--- src/rtl/hazard_ctrl_if.sv ---
// Purpose: bundles the pipeline-buffer fields consumed by hazard_ctrl and the
// enables/flushes/status it returns to the datapath.
// Ports (signals):
//   to controller  : ifid_rs1, ifid_rs2, ifid_use_rs1, ifid_use_rs2,
//                    idex_memread, idex_rd, idex_halt, ex_redirect, dmem_busy
//   from controller: pc_en, ifid_en, ifid_flush, idex_en, idex_flush,
//                    exmem_en, memwb_en, halted, stall_cycles, flush_cycles
// Modports: master = datapath side, slave = hazard_ctrl side.
interface hazard_ctrl_if #(
  parameter int unsigned REG_AW = 5
);
  logic [REG_AW-1:0] ifid_rs1;
  logic [REG_AW-1:0] ifid_rs2;
  logic              ifid_use_rs1;
  logic              ifid_use_rs2;
  logic              idex_memread;
  logic [REG_AW-1:0] idex_rd;
  logic              idex_halt;
  logic              ex_redirect;
  logic              dmem_busy;

  logic              pc_en;
  logic              ifid_en;
  logic              ifid_flush;
  logic              idex_en;
  logic              idex_flush;
  logic              exmem_en;
  logic              memwb_en;
  logic              halted;
  logic [31:0]       stall_cycles;
  logic [31:0]       flush_cycles;

  modport master (
    output ifid_rs1, ifid_rs2, ifid_use_rs1, ifid_use_rs2,
           idex_memread, idex_rd, idex_halt, ex_redirect, dmem_busy,
    input  pc_en, ifid_en, ifid_flush, idex_en, idex_flush,
           exmem_en, memwb_en, halted, stall_cycles, flush_cycles
  );

  modport slave (
    input  ifid_rs1, ifid_rs2, ifid_use_rs1, ifid_use_rs2,
           idex_memread, idex_rd, idex_halt, ex_redirect, dmem_busy,
    output pc_en, ifid_en, ifid_flush, idex_en, idex_flush,
           exmem_en, memwb_en, halted, stall_cycles, flush_cycles
  );
endinterface

--- src/rtl/hazard_ctrl.sv ---
// Purpose: backward-flowing hazard control for the 5-stage pipeline. Detects
// load-use hazards, applies EX redirects, memory-busy freezes and HALT drain,
// producing same-cycle PC/buffer enables and flushes.
// Ports:
//   clk     : core clock
//   reset_n : synchronous active-low reset
//   hz      : hazard_ctrl_if.slave (buffer fields in, enables/flushes/status out)
// Optional feature: define HAZARD_PERF_CNT_EN to build saturating 32-bit
// stall/flush cycle counters; otherwise those outputs are tied to 0.
module hazard_ctrl #(
  parameter int unsigned REG_AW       = 5,
  parameter int unsigned DRAIN_CYCLES = 2
) (
  input  logic          clk,
  input  logic          reset_n,
  hazard_ctrl_if.slave  hz
);

  localparam int unsigned DCW = $clog2(DRAIN_CYCLES + 1);
  localparam logic [REG_AW-1:0] REG_X0 = '0;

  typedef enum logic [1:0] {RUN, DRAIN, HALTED} state_t;

  state_t         state, state_d;
  logic [DCW-1:0] dcnt, dcnt_d;
  logic           load_use;

  logic pc_en, ifid_en, ifid_flush, idex_en, idex_flush;
  logic exmem_en, memwb_en, halted;

  // x0 never carries a real dependency; unused operands never stall
  assign load_use = hz.idex_memread && (hz.idex_rd != REG_X0) &&
                    ((hz.ifid_use_rs1 && (hz.idex_rd == hz.ifid_rs1)) ||
                     (hz.ifid_use_rs2 && (hz.idex_rd == hz.ifid_rs2)));

  // State and drain counter
  always_ff @(posedge clk) begin
    if (!reset_n) begin
      state <= RUN;
      dcnt  <= '0;
    end else begin
      state <= state_d;
      dcnt  <= dcnt_d;
    end
  end

  // Next state and decoded enables/flushes; a flushed buffer always has en=1
  always_comb begin
    state_d    = state;
    dcnt_d     = dcnt;
    pc_en      = 1'b0;
    ifid_en    = 1'b0;
    ifid_flush = 1'b0;
    idex_en    = 1'b0;
    idex_flush = 1'b0;
    exmem_en   = 1'b0;
    memwb_en   = 1'b0;
    halted     = 1'b0;

    unique case (state)
      RUN: begin
        if (hz.dmem_busy) begin
          // full freeze: defaults already hold every buffer
        end else if (hz.ex_redirect) begin
          pc_en      = 1'b1;
          ifid_en    = 1'b1;
          ifid_flush = 1'b1;
          idex_en    = 1'b1;
          idex_flush = 1'b1;
          exmem_en   = 1'b1;
          memwb_en   = 1'b1;
        end else if (hz.idex_halt) begin
          state_d    = DRAIN;
          dcnt_d     = DCW'(DRAIN_CYCLES);
          ifid_en    = 1'b1;
          ifid_flush = 1'b1;
          idex_en    = 1'b1;
          idex_flush = 1'b1;
          exmem_en   = 1'b1;
          memwb_en   = 1'b1;
        end else if (load_use) begin
          idex_en    = 1'b1;
          idex_flush = 1'b1;
          exmem_en   = 1'b1;
          memwb_en   = 1'b1;
        end else begin
          pc_en    = 1'b1;
          ifid_en  = 1'b1;
          idex_en  = 1'b1;
          exmem_en = 1'b1;
          memwb_en = 1'b1;
        end
      end
      DRAIN: begin
        ifid_en    = 1'b1;
        ifid_flush = 1'b1;
        idex_en    = 1'b1;
        idex_flush = 1'b1;
        exmem_en   = !hz.dmem_busy;
        memwb_en   = !hz.dmem_busy;
        if (!hz.dmem_busy) begin
          dcnt_d = dcnt - DCW'(1);
          if (dcnt == DCW'(1)) state_d = HALTED;
        end
      end
      HALTED: halted = 1'b1;
      default: state_d = RUN;
    endcase

    // Outputs held safe while reset is asserted
    if (!reset_n) begin
      pc_en      = 1'b0;
      ifid_en    = 1'b0;
      ifid_flush = 1'b1;
      idex_en    = 1'b0;
      idex_flush = 1'b1;
      exmem_en   = 1'b0;
      memwb_en   = 1'b0;
      halted     = 1'b0;
    end
  end

  assign hz.pc_en      = pc_en;
  assign hz.ifid_en    = ifid_en;
  assign hz.ifid_flush = ifid_flush;
  assign hz.idex_en    = idex_en;
  assign hz.idex_flush = idex_flush;
  assign hz.exmem_en   = exmem_en;
  assign hz.memwb_en   = memwb_en;
  assign hz.halted     = halted;

`ifdef HAZARD_PERF_CNT_EN
  logic        sel_stall, sel_flush;
  logic [31:0] stall_q, flush_q;

  // Selected RUN actions, mirroring the priority order above
  assign sel_flush = (state == RUN) && !hz.dmem_busy && hz.ex_redirect;
  assign sel_stall = (state == RUN) && !hz.dmem_busy && !hz.ex_redirect &&
                     !hz.idex_halt && load_use;

  // Saturating performance counters
  always_ff @(posedge clk) begin
    if (!reset_n) begin
      stall_q <= '0;
      flush_q <= '0;
    end else begin
      if (sel_stall && (stall_q != 32'hFFFF_FFFF)) stall_q <= stall_q + 32'd1;
      if (sel_flush && (flush_q != 32'hFFFF_FFFF)) flush_q <= flush_q + 32'd1;
    end
  end

  assign hz.stall_cycles = stall_q;
  assign hz.flush_cycles = flush_q;
`else
  assign hz.stall_cycles = '0;
  assign hz.flush_cycles = '0;
`endif

endmodule

--- src/flat_wrapper.sv ---
// flat-port wrapper written by rule: the top's interface ports become plain ports
module hazard_ctrl_flat 
#(
  parameter int unsigned REG_AW       = 5,
  parameter int unsigned DRAIN_CYCLES = 2
)
  (clk, reset_n, hz_ifid_rs1, hz_ifid_rs2, hz_ifid_use_rs1, hz_ifid_use_rs2, hz_idex_memread, hz_idex_rd, hz_idex_halt, hz_ex_redirect, hz_dmem_busy, hz_pc_en, hz_ifid_en, hz_ifid_flush, hz_idex_en, hz_idex_flush, hz_exmem_en, hz_memwb_en, hz_halted, hz_stall_cycles, hz_flush_cycles);
  hazard_ctrl_if #(.REG_AW(REG_AW)) hz_i ();
  input  logic clk;
  input  logic reset_n;
  input wire logic [$bits(hz_i.ifid_rs1)-1:0] hz_ifid_rs1;
  input wire logic [$bits(hz_i.ifid_rs2)-1:0] hz_ifid_rs2;
  input wire logic [$bits(hz_i.ifid_use_rs1)-1:0] hz_ifid_use_rs1;
  input wire logic [$bits(hz_i.ifid_use_rs2)-1:0] hz_ifid_use_rs2;
  input wire logic [$bits(hz_i.idex_memread)-1:0] hz_idex_memread;
  input wire logic [$bits(hz_i.idex_rd)-1:0] hz_idex_rd;
  input wire logic [$bits(hz_i.idex_halt)-1:0] hz_idex_halt;
  input wire logic [$bits(hz_i.ex_redirect)-1:0] hz_ex_redirect;
  input wire logic [$bits(hz_i.dmem_busy)-1:0] hz_dmem_busy;
  output wire logic [$bits(hz_i.pc_en)-1:0] hz_pc_en;
  output wire logic [$bits(hz_i.ifid_en)-1:0] hz_ifid_en;
  output wire logic [$bits(hz_i.ifid_flush)-1:0] hz_ifid_flush;
  output wire logic [$bits(hz_i.idex_en)-1:0] hz_idex_en;
  output wire logic [$bits(hz_i.idex_flush)-1:0] hz_idex_flush;
  output wire logic [$bits(hz_i.exmem_en)-1:0] hz_exmem_en;
  output wire logic [$bits(hz_i.memwb_en)-1:0] hz_memwb_en;
  output wire logic [$bits(hz_i.halted)-1:0] hz_halted;
  output wire logic [$bits(hz_i.stall_cycles)-1:0] hz_stall_cycles;
  output wire logic [$bits(hz_i.flush_cycles)-1:0] hz_flush_cycles;
  assign hz_i.ifid_rs1 = hz_ifid_rs1;
  assign hz_i.ifid_rs2 = hz_ifid_rs2;
  assign hz_i.ifid_use_rs1 = hz_ifid_use_rs1;
  assign hz_i.ifid_use_rs2 = hz_ifid_use_rs2;
  assign hz_i.idex_memread = hz_idex_memread;
  assign hz_i.idex_rd = hz_idex_rd;
  assign hz_i.idex_halt = hz_idex_halt;
  assign hz_i.ex_redirect = hz_ex_redirect;
  assign hz_i.dmem_busy = hz_dmem_busy;
  assign hz_pc_en = hz_i.pc_en;
  assign hz_ifid_en = hz_i.ifid_en;
  assign hz_ifid_flush = hz_i.ifid_flush;
  assign hz_idex_en = hz_i.idex_en;
  assign hz_idex_flush = hz_i.idex_flush;
  assign hz_exmem_en = hz_i.exmem_en;
  assign hz_memwb_en = hz_i.memwb_en;
  assign hz_halted = hz_i.halted;
  assign hz_stall_cycles = hz_i.stall_cycles;
  assign hz_flush_cycles = hz_i.flush_cycles;
  hazard_ctrl #(.REG_AW(REG_AW), .DRAIN_CYCLES(DRAIN_CYCLES)) u_core (.clk(clk), .reset_n(reset_n), .hz(hz_i));
endmodule
--- config.mk ---
export PLATFORM = sky130hd
export DESIGN_NAME = hazard_ctrl_flat
export DESIGN_NICKNAME = d
export VERILOG_FILES = /design/src/rtl/hazard_ctrl_if.sv /design/src/rtl/hazard_ctrl.sv /design/src/flat_wrapper.sv
export SDC_FILE = /design/constraint.sdc
export NUM_CORES = 1
export LEC_CHECK = 0
export CORE_ASPECT_RATIO = 1.4
export CORE_UTILIZATION = 29
export DETAILED_ROUTE_END_ITERATION = 8
export PLACE_DENSITY = 0.82
export SKIP_LAST_GASP = 1
export SYNTH_ARGS = -nofsm -noshare
export SYNTH_HDL_FRONTEND = slang
export SYNTH_SLANG_ARGS = --single-unit
--- constraint.sdc ---
create_clock -name clk -period 2.3 [get_ports clk]
set_input_delay 0.575 -clock clk [delete_from_list [all_inputs] [get_ports clk]]
set_output_delay 0.575 -clock clk [all_outputs]
set_load 0.01 [all_outputs]
---- After elaboration in Yosys (flattened, before gate mapping) ----
Cells that the tools add are included.
storage, ports and cells
  output and inout port bits .............. 72
  bits in latches ......................... 0
  word-level logic and storage cells ...... 65
  memory bits (read-only) ................. 0
  register bits after elaboration ......... 4
  memories ................................ 0
  memory bits (writable) .................. 0
cells by class
  div/mod/pow operators ................... 0
  order comparisons ....................... 0
  equal/unequal tests ..................... 10
  reduce and logical (&&, ||, !) cells .... 11
  $add $sub $neg .......................... 1
  mux-type cells .......................... 40
  bitwise gates (word level) .............. 1
  shift-type cells ........................ 0
  multipliers ............................. 0
operators with widths
  cell                 count
  $mux 1               24
  $mux 2               9
  $eq 5x5->1           2
  $pmux 1 s2           5
  $ne 2x2->1 const B   4
  $pmux 2 s3           1
  $reduce_and 6->1     1
  $reduce_and 5->1     1
  $reduce_bool 5->1    1
  $eq 2x1->1 const B   2
  $logic_and 1x1->1    4
  $pmux 2 s2           1
  $eq 2x2->1 const B   1
  $logic_not 2->1      1
  $ne 2x1->1 const B   1
  $reduce_bool 2->1    1
  $sub 2x1->2 const B  1
  $logic_not 1->1      1
  $logic_or 1x1->1     1
  $not 1->1            1

---- Logic depth before layout (Yosys ltp) ----
  depth in word-level cells ............... 10
  gate-level depth with buffers ........... 6

---- Worst setup path after synthesis ----
Ideal clock, no wire load.
  path type ............................... in2out
  start ................................... in hz_idex_rd[1]
  end ..................................... out hz_pc_en
  path buffers ............................ 0
  stages .................................. 4
  setup slack ............................. 128 ps
  arrival time ............................ 1597 ps
  cell sequence ........................... or4_1 o21ai_2 nor2_2 a211oi_2
on the way
  cells in the longest elaborated chain, start to end .. 10
  elaborated cells between the ends (all ways) .. 14
ends and longest elaborated chain
  element                                      line                                  source
  start: declaration                           flat_wrapper.sv:16                    input wire logic [$bits(hz_i.idex_rd)-1:0] hz_idex_rd;
  $eq 5x5->1, on equally long branches         hazard_ctrl.sv:33, hazard_ctrl.sv:34
  $logic_and 1x1->1, on equally long branches  hazard_ctrl.sv:33, hazard_ctrl.sv:34
  $logic_or 1x1->1                             hazard_ctrl.sv:33                     ((hz.ifid_use_rs1 && (hz.idex_rd == hz.ifid_rs1)) ||
  $logic_and 1x1->1 *                          hazard_ctrl.sv:32                     assign load_use = hz.idex_memread && (hz.idex_rd != REG_X0) &&
  $mux 1 *                                     hazard_ctrl.sv:81                     end else if (load_use) begin
  $mux 1 *                                     hazard_ctrl.sv:72                     end else if (hz.idex_halt) begin
  $mux 1 *                                     hazard_ctrl.sv:64                     end else if (hz.ex_redirect) begin
  $mux 1 *                                     hazard_ctrl.sv:62                     if (hz.dmem_busy) begin
  $mux 1 *                                     hazard_ctrl.sv:60                     unique case (state)
  $mux 1 *                                     hazard_ctrl.sv:111                    if (!reset_n) begin
  end: declaration                             flat_wrapper.sv:20                    output wire logic [$bits(hz_i.pc_en)-1:0] hz_pc_en;
Mark *: on every way between the ends. The rest lies on a longest branch, timed or not.

---- Worst setup path after layout ----
  start ................................... in hz_idex_rd[4]
  end ..................................... out hz_pc_en
Same word-level chain as after synthesis.

==> flow_metrics.py <==
metrics = {
    "setup_path": {
        "crit_fanout": 2,
        "max_stage_delay_ns": 0.54,
        "crit_family": "simple AND/OR/NAND/NOR gates",
        "critPathBufInv": 3,
        "endpoint_kind": "output pin",
        "crit_path_start_kind": "input port",
        "reg2reg_depth": 4,
        "crit_path_frequent_cell": "buf_6",
        "critPathKind": "input port to output pin",
        "arrival_ns": 1.87,
        "required_ns": 1.73,
        "cp_num_cells": 7,
        "worstPathCellList": "buf_6, or4_4, o21ai_4, buf_6, nor2_2, a211oi_2, buf_2",
        "critical-path-slowest-cell": "or4_4",
    },
    "power_and_ir_drop": {
        "sw_frac_of_total": 0.347,
        "clkPwrFrac": 0.370,
        "internal_power_uw": 263,
        "power.switching_uw": 140,
        "p_leak_uw": 0.000602,
        "vdd_drop_max_mv": 0.168,
        "combPwrFrac": 0.441,
        "p_seq_frac": 0.189,
        "power_density_nw_per_um2": 343,
    },
    "clock_network": {
        "cts_made_buffers": 3,
        "cts_tree": "done",
        "cts_buffer_depth": 2,
        "cts_root_buffer": "clkbuf_8",
        "path_clk_slew_ns": 0.03,
        "insertion_delay_ns": 0.22,
        "cts.sinks": 4,
        "holdBufCountCts": 0,
        "htree_levels": 1,
    },
    "layout": {
        "final_cells": 203,
        "drive_above_1_share": 0.223,
        "num_antenna_cells": 0,
        "fin_util": 0.404,
        "nNetsFinal": 192,
        "area_delta_synth_final_pct": 30.6,
    },
    "die": {
        "row_count": 23,
        "start_util": 0.310,
        "die_area_um2": 3330,
        "dieWidth_um": 49.1,
        "ios": 95,
        "core_um2": 2910,
        "die_y_um": 67.9,
    },
    "logic_synthesis": {
        "ys_warn_count": 0,
        "synth.avg_cell_area_um2": 7.62,
        "synth_area_um2": 900,
        "ys_seq_area_frac": 0.0890,
        "ys_seq_elements": 4,
        "synthesis.instances": 118,
        "ys_types": 29,
    },
    "hold_path": {
        "whs_path_depth": 1,
        "hold_class": "flop to flop",
    },
    "timing": {
        "slew_viol_final": 0,
        "fmax_mhz": 408,
        "period_minus_slack_ns": 2.45,
        "fin_skew_ns": 0.00185,
        "setup_tns_ns": -0.389,
        "setup_slack_ns": -0.149,
        "whs_ns": 0.528,
        "post-route-period-util": 1.06,
        "finalSetupViolCount": 3,
        "hold_violations": 0,
        "rsz0062_at_grt": "yes",
    },
    "routing": {
        "firstDrtPassIters": 3,
        "vias_per_cell": 3.67,
        "vias": 744,
        "finalWirelength_um": 1690,
        "avgRoutedWirePerCell_um": 8.31,
        "wl_met1_um": 464,
        "drt-initial-drc-count": 3,
        "dr_wl_met2_um": 963,
        "top_layer_used": "met4",
        "route.detailed.drc": 0,
        "ant_nets": 0,
        "met3WireLength_um": 215,
    },
    "place": {
        "port_buffers": 30,
        "dp_hpwl_um": 1360,
        "routabilityCongestion": 0.780,
        "placed_cells_incl_taps": 197,
    },
    "outcome": {
        "status": "finished with violations",
        "failed_checks": "setup timing",
    },
    "grt": {
        "grt_pass1_vias": 672,
        "antenna_found_initial": 0,
        "grt_max_degree": 8,
        "grt_pass1_wl_um": 2540,
        "overflow": 0,
        "grt_usage": 0.105,
    },
    "run": {
        "maxCapViolations": 0,
    },
}
==> cells in the mapped netlist <==
master	instances	area, µm²
a21o_1	1	7.51
or4_1	1	7.51
a211oi_2	1	12.5
o22ai_1	1	6.26
o21ai_2	1	8.76
a21oi_1	2	10.0
nand3_1	1	5.00
nor2_1	4	15.0
nand2_1	3	11.3
mux2i_1	1	10.0
nand2b_1	2	12.5
ha_1	1	12.5
inv_1	2	7.51
nand4_1	2	12.5
o21ai_0	1	5.00
dfxtp_1	4	80.1
buf_4	65	488
nor2b_1	2	12.5
and2_1	2	12.5
nor4_1	2	12.5
a21boi_1	1	7.51
o221a_2	1	11.3
xnor2_1	10	87.6
nor3_1	1	5.00
nor2_2	1	6.26
and3_1	1	6.26
o21a_1	2	15.0
a22oi_1	1	7.51
conb_1	1	3.75
==> per-stage QoR <==
step	cell area (µm²)	setup WS (ns)	total power, µW
2_1_floorplan	1140	0.128	248
3_3_place_gp	1100	-0.796	251
3_5_place_dp	1100	-0.837	252
4_1_cts	1130	-0.129	397
5_1_grt	1170	-0.191	430
6_report	1170	-0.149	403
==> state kept, by name, summed over array words and instances (netlist names) <==
signal	flops
u_core.dcnt	2
u_core.state	2
==> power groups by stage <==
stage | clock network [µW] | registers [µW] | logic, µW
finish | 149 | 76.3 | 178
detailed placement | 0 | 76.4 | 176
global route | 157 | 76.7 | 196
global placement | 0 | 76.4 | 174
floorplan | 0 | 75.8 | 172
CTS | 155 | 75.7 | 167
==> layout make-up <==
| type | count | area [µm²] |
|---|---|---|
| fillers | 302 | 1730 |
| multi-input cells | 110 | 607 |
| repair buffers | 47 | 393 |
| flip-flops and latches | 4 | 80.1 |
| well taps | 37 | 46.3 |
| clock buffers | 3 | 41.3 |
| inverters | 2 | 7.51 |
==> worst reg2reg max path: cells and delay by family (launching register included) <==
kind            cells  cell delay (ns)
simple gates        1             0.11
flops               1             0.46
compound gates      2             0.37
buf+inv             1             0.15
==> cell usage in the layout (no fill, tap or decap), types with 2 or more instances in the layout <==
cell,n
nor2b_1,2
conb_1,64
dfxtp_1,4
nor2_1,4
nand4_1,2
buf_4,16
clkdlybuf4s15_1,2
xnor2_1,10
and2_1,2
dlygate4sd2_1,13
clkbuf_8,3
nand2_1,3
inv_1,2
buf_6,2
nand2b_1,2
clkdlybuf4s50_1,8
buf_2,5
o21a_1,2
==> what timing repair did <==
| action | 4_1_cts | 5_1_grt |
|---|---|---|
| setup buffers | 1 | 2 |
| resized for setup | 49 | 7 |
| endpoints found under the hold margin | 0 | 0 |
| gates cloned | 0 | 0 |
| pin swaps | 13 | 5 |
| endpoints found under the setup margin | 8 | 5 |
==> path summary, 6_finish.rpt <==
kind	from	end	slack (ns)
setup / recovery	hz_idex_rd[4]	hz_pc_en	-0.15
hold reg to reg	u_core.dcnt[1]	u_core.dcnt[1]	0.53
hold / removal	u_core.dcnt[1]	u_core.dcnt[1]	0.53
setup reg to reg	u_core.state[1]	u_core.dcnt[1]	1.11
==> layer usage <==
layer	vias up	track usage
li1	354	-
met1	314	0.0708
met2	72	0.219
met3	4	0.0422
met4	0	0.0809
met5	-	0
==> cells by family after synthesis <==
kind of cell | synth area share
buffers and inverters | 0.551
AOI/OAI and AO/OA | 0.102
and+or+nand+nor | 0.132
DFF | 0.0890
other | 0.00417
muxes | 0.0111
xor gates and xnor gates | 0.0974
adders and majority gates | 0.0139
Note: power is estimated with default switching activity, not from simulation.
==> RTL edit, RTL diff (same settings) <==
`DRAIN_CYCLES` is set to 2 in 2 places; all go to 4.
--- a/src/rtl/hazard_ctrl.sv
+++ b/src/rtl/hazard_ctrl.sv
@@ -11,3 +11,3 @@
   parameter int unsigned REG_AW       = 5,
-  parameter int unsigned DRAIN_CYCLES = 2
+  parameter int unsigned DRAIN_CYCLES = 4
 ) (
--- a/src/flat_wrapper.sv
+++ b/src/flat_wrapper.sv
@@ -4,3 +4,3 @@
   parameter int unsigned REG_AW       = 5,
-  parameter int unsigned DRAIN_CYCLES = 2
+  parameter int unsigned DRAIN_CYCLES = 4
 )
Formal check against the unedited RTL: not equivalent (Yosys sat finds a counterexample within 4 cycles, from zero or initial values and one cycle with reset_n low).
==> RTL edit against the original RTL <==
Sequential cell count up 1. Worst setup slack improved by 0.12 ns. Power grew 9.9%. Synthesized area increased by 7.8%. Cell area up 4.8%. Die area is 7.5% higher. Routed wire length is 14% higher. Cell count is 3.9% higher. Clock skew grew 0.00099 ns. The flow still finishes with violations (negative setup slack).
==> RTL edit: results (changes against the original RTL) <==
htree depth 1 (unchanged); Syn Area/Cell 7.58 um2 (-0.63%); flop-to-flop setup slack 0.89 ns (-0.22 ns); largest net degree at the start of global routing 9 (+1); violated checks negative setup slack; Setup WS pre-CTS -0.820 ns (+0.0169 ns); layout cells sized above 1 19.8% (-2.5 points); CP peak stage delay 0.53 ns; post-DP HPWL 1.53 mm (+13%); hold_sp u_core.dcnt[2]$_SDFFE_PN0P_; worst r2r src u_core.state[0]$_SDFFE_PN0P_; post-synthesis sequential area ratio 10.3% (+1.4 points); Synth cell types 30 (+3.4%); Via density 3.83 (+4.6%); Pleak 0.000649 uW (+7.9%); GPL Wtd Cong 0.756 (-3.1%); Synth area leaders buf_4 50%, dfxtp_1 10%, xnor2_1 9.0%; FF-to-FF End u_core.state[1]$_SDFFE_PN0P_; Layout Nets 198 (+3.1%); average wire per standard cell 9.13 um (+9.9%); IO buf count 30 (unchanged); critical path arrival 1.76 ns (-0.11 ns); 1st-iter DRT viols 8 (+5); # setup viols final 3 (unchanged); total number of vias 809 (+8.7%); Switching Share 35.0% (+0.30 points); Slowest cell on crit path or4_4; hold path depth 1 (unchanged); top post-synthesis cells by count 65 x buf_4, 10 x xnor2_1, 6 x nor2_1, 5 x dfxtp_1; Num CTS Buffers 3 (unchanged); root buf cell clkbuf_8; Worst Path Max Fanout 3 (+1); Post-CTS Hold Fix Bufs 0 (unchanged); clock skew 0.00284 ns (+0.000989 ns); top flop regs u_core.dcnt x3, u_core.state x2; Reg clk slew, reported paths 0.04 ns; vias in the first global route 625 (-7.0%); clock latency on the worst-skew pair 0.23 ns; placed inst area 1150 um2 (+5.0%); status complete, but fails checks; start point of the critical path hz_idex_rd[4]; Synth Warn # 0 (unchanged); asr flop ratio synth 0% (unchanged); global-route wire length before repair 2.66 mm (+4.6%); Final Hold Fails 0 (unchanged); R2R depth 4 (unchanged); Max clock buf depth 2 (unchanged); worst vdd ir 0.135 mV (-20%); Setup crit end hz_idex_flush; PnR worst setup slack -0.0300 ns (+0.119 ns); global-route usage over all layers 10.3% (-0.16 points); # placed instances 206 (+4.6%); # fillers 321 (+6.3%)
RTL edit: changes by cell type after synthesis, moves of 2 or more:
cell      change
a21oi_1       +2
nor2_1        +2
inv_1         +2
clkbuf_2      +2
RTL edit: cells by family after synthesis:
kind of cell,count (synthesis),synth area share [%]
DFF,5,10.3
AOI/OAI and AO/OA,13,9.42
and+or+nand+nor,25,14.3
muxes,1,1.03
other,1,0.387
xor gates and xnor gates,10,9.03
buffers and inverters,71,52.9
adders and majority gates,2,2.58
RTL edit: worst min path at each step:
stage                                              end  slack, ns
final                      u_core.dcnt[2]$_SDFFE_PN0P_       0.56
after detailed placement   u_core.dcnt[2]$_SDFFE_PN0P_       0.55
after CTS                  u_core.dcnt[2]$_SDFFE_PN0P_       0.55
after global placement     u_core.dcnt[0]$_SDFFE_PN0P_       0.54
after global routing       u_core.dcnt[2]$_SDFFE_PN0P_       0.57
after floorplan           u_core.state[0]$_SDFFE_PN0P_       0.52
RTL edit: worst reg2reg max path: cells and delay by family, from the launching register on:
family                 cells  cell delay, ns
buffers and inverters      1            0.20
flip-flops                 1            0.46
AND/OR/NAND/NOR            2            0.57
multiplexers               1            0.13
RTL edit: power by group through the flow:
stage               Clock [uW]  Sequential (uW)  Combinational (uW)
finish                     170             94.7                 179
global route               183             95.1                 195
CTS                        174             94.1                 173
detailed placement           0             95.2                 178
global placement             0             95.2                 177
floorplan                    0             94.4                 176
RTL edit: layout make-up:
cell class              count  area [um2]  area share [%]
multi-input cells         115         642            52.1
repair buffers             44         380            30.9
flip-flops and latches      5         100            8.13
well taps                  39        48.8            3.96
clock buffers               4        45.0            3.66
inverters                   4        15.0            1.22
RTL edit: routing by layer:
metal	GRT usage (%)	wire length, um	share of wire (%)
met4	6.48	72	3.7
met5	0	0	0
met1	8.45	588	31
met3	3.49	219	11
met2	19.9	1050	54
RTL edit: timing repair:
item                                    in CTS  in global routing
buffers inserted                             0                  1
endpoints found under the setup margin       8                  6
pin swaps                                   13                  8
gates cloned                                 0                  0
gates resized for setup                     48                 10
RTL edit: through the flow:
| stage | hold WS, ns | TNS (ns) | utilization, % |
|---|---|---|---|
| after floorplan | 0.519 | 0 | - |
| after global placement | 0.536 | -3.62 | 36.6 |
| after detailed placement | 0.546 | -3.64 | 36.6 |
| after CTS | 0.554 | -0.117 | 38.1 |
| after global routing | 0.569 | -0.194 | 39.0 |
| final | 0.558 | -0.0626 | 39.0 |
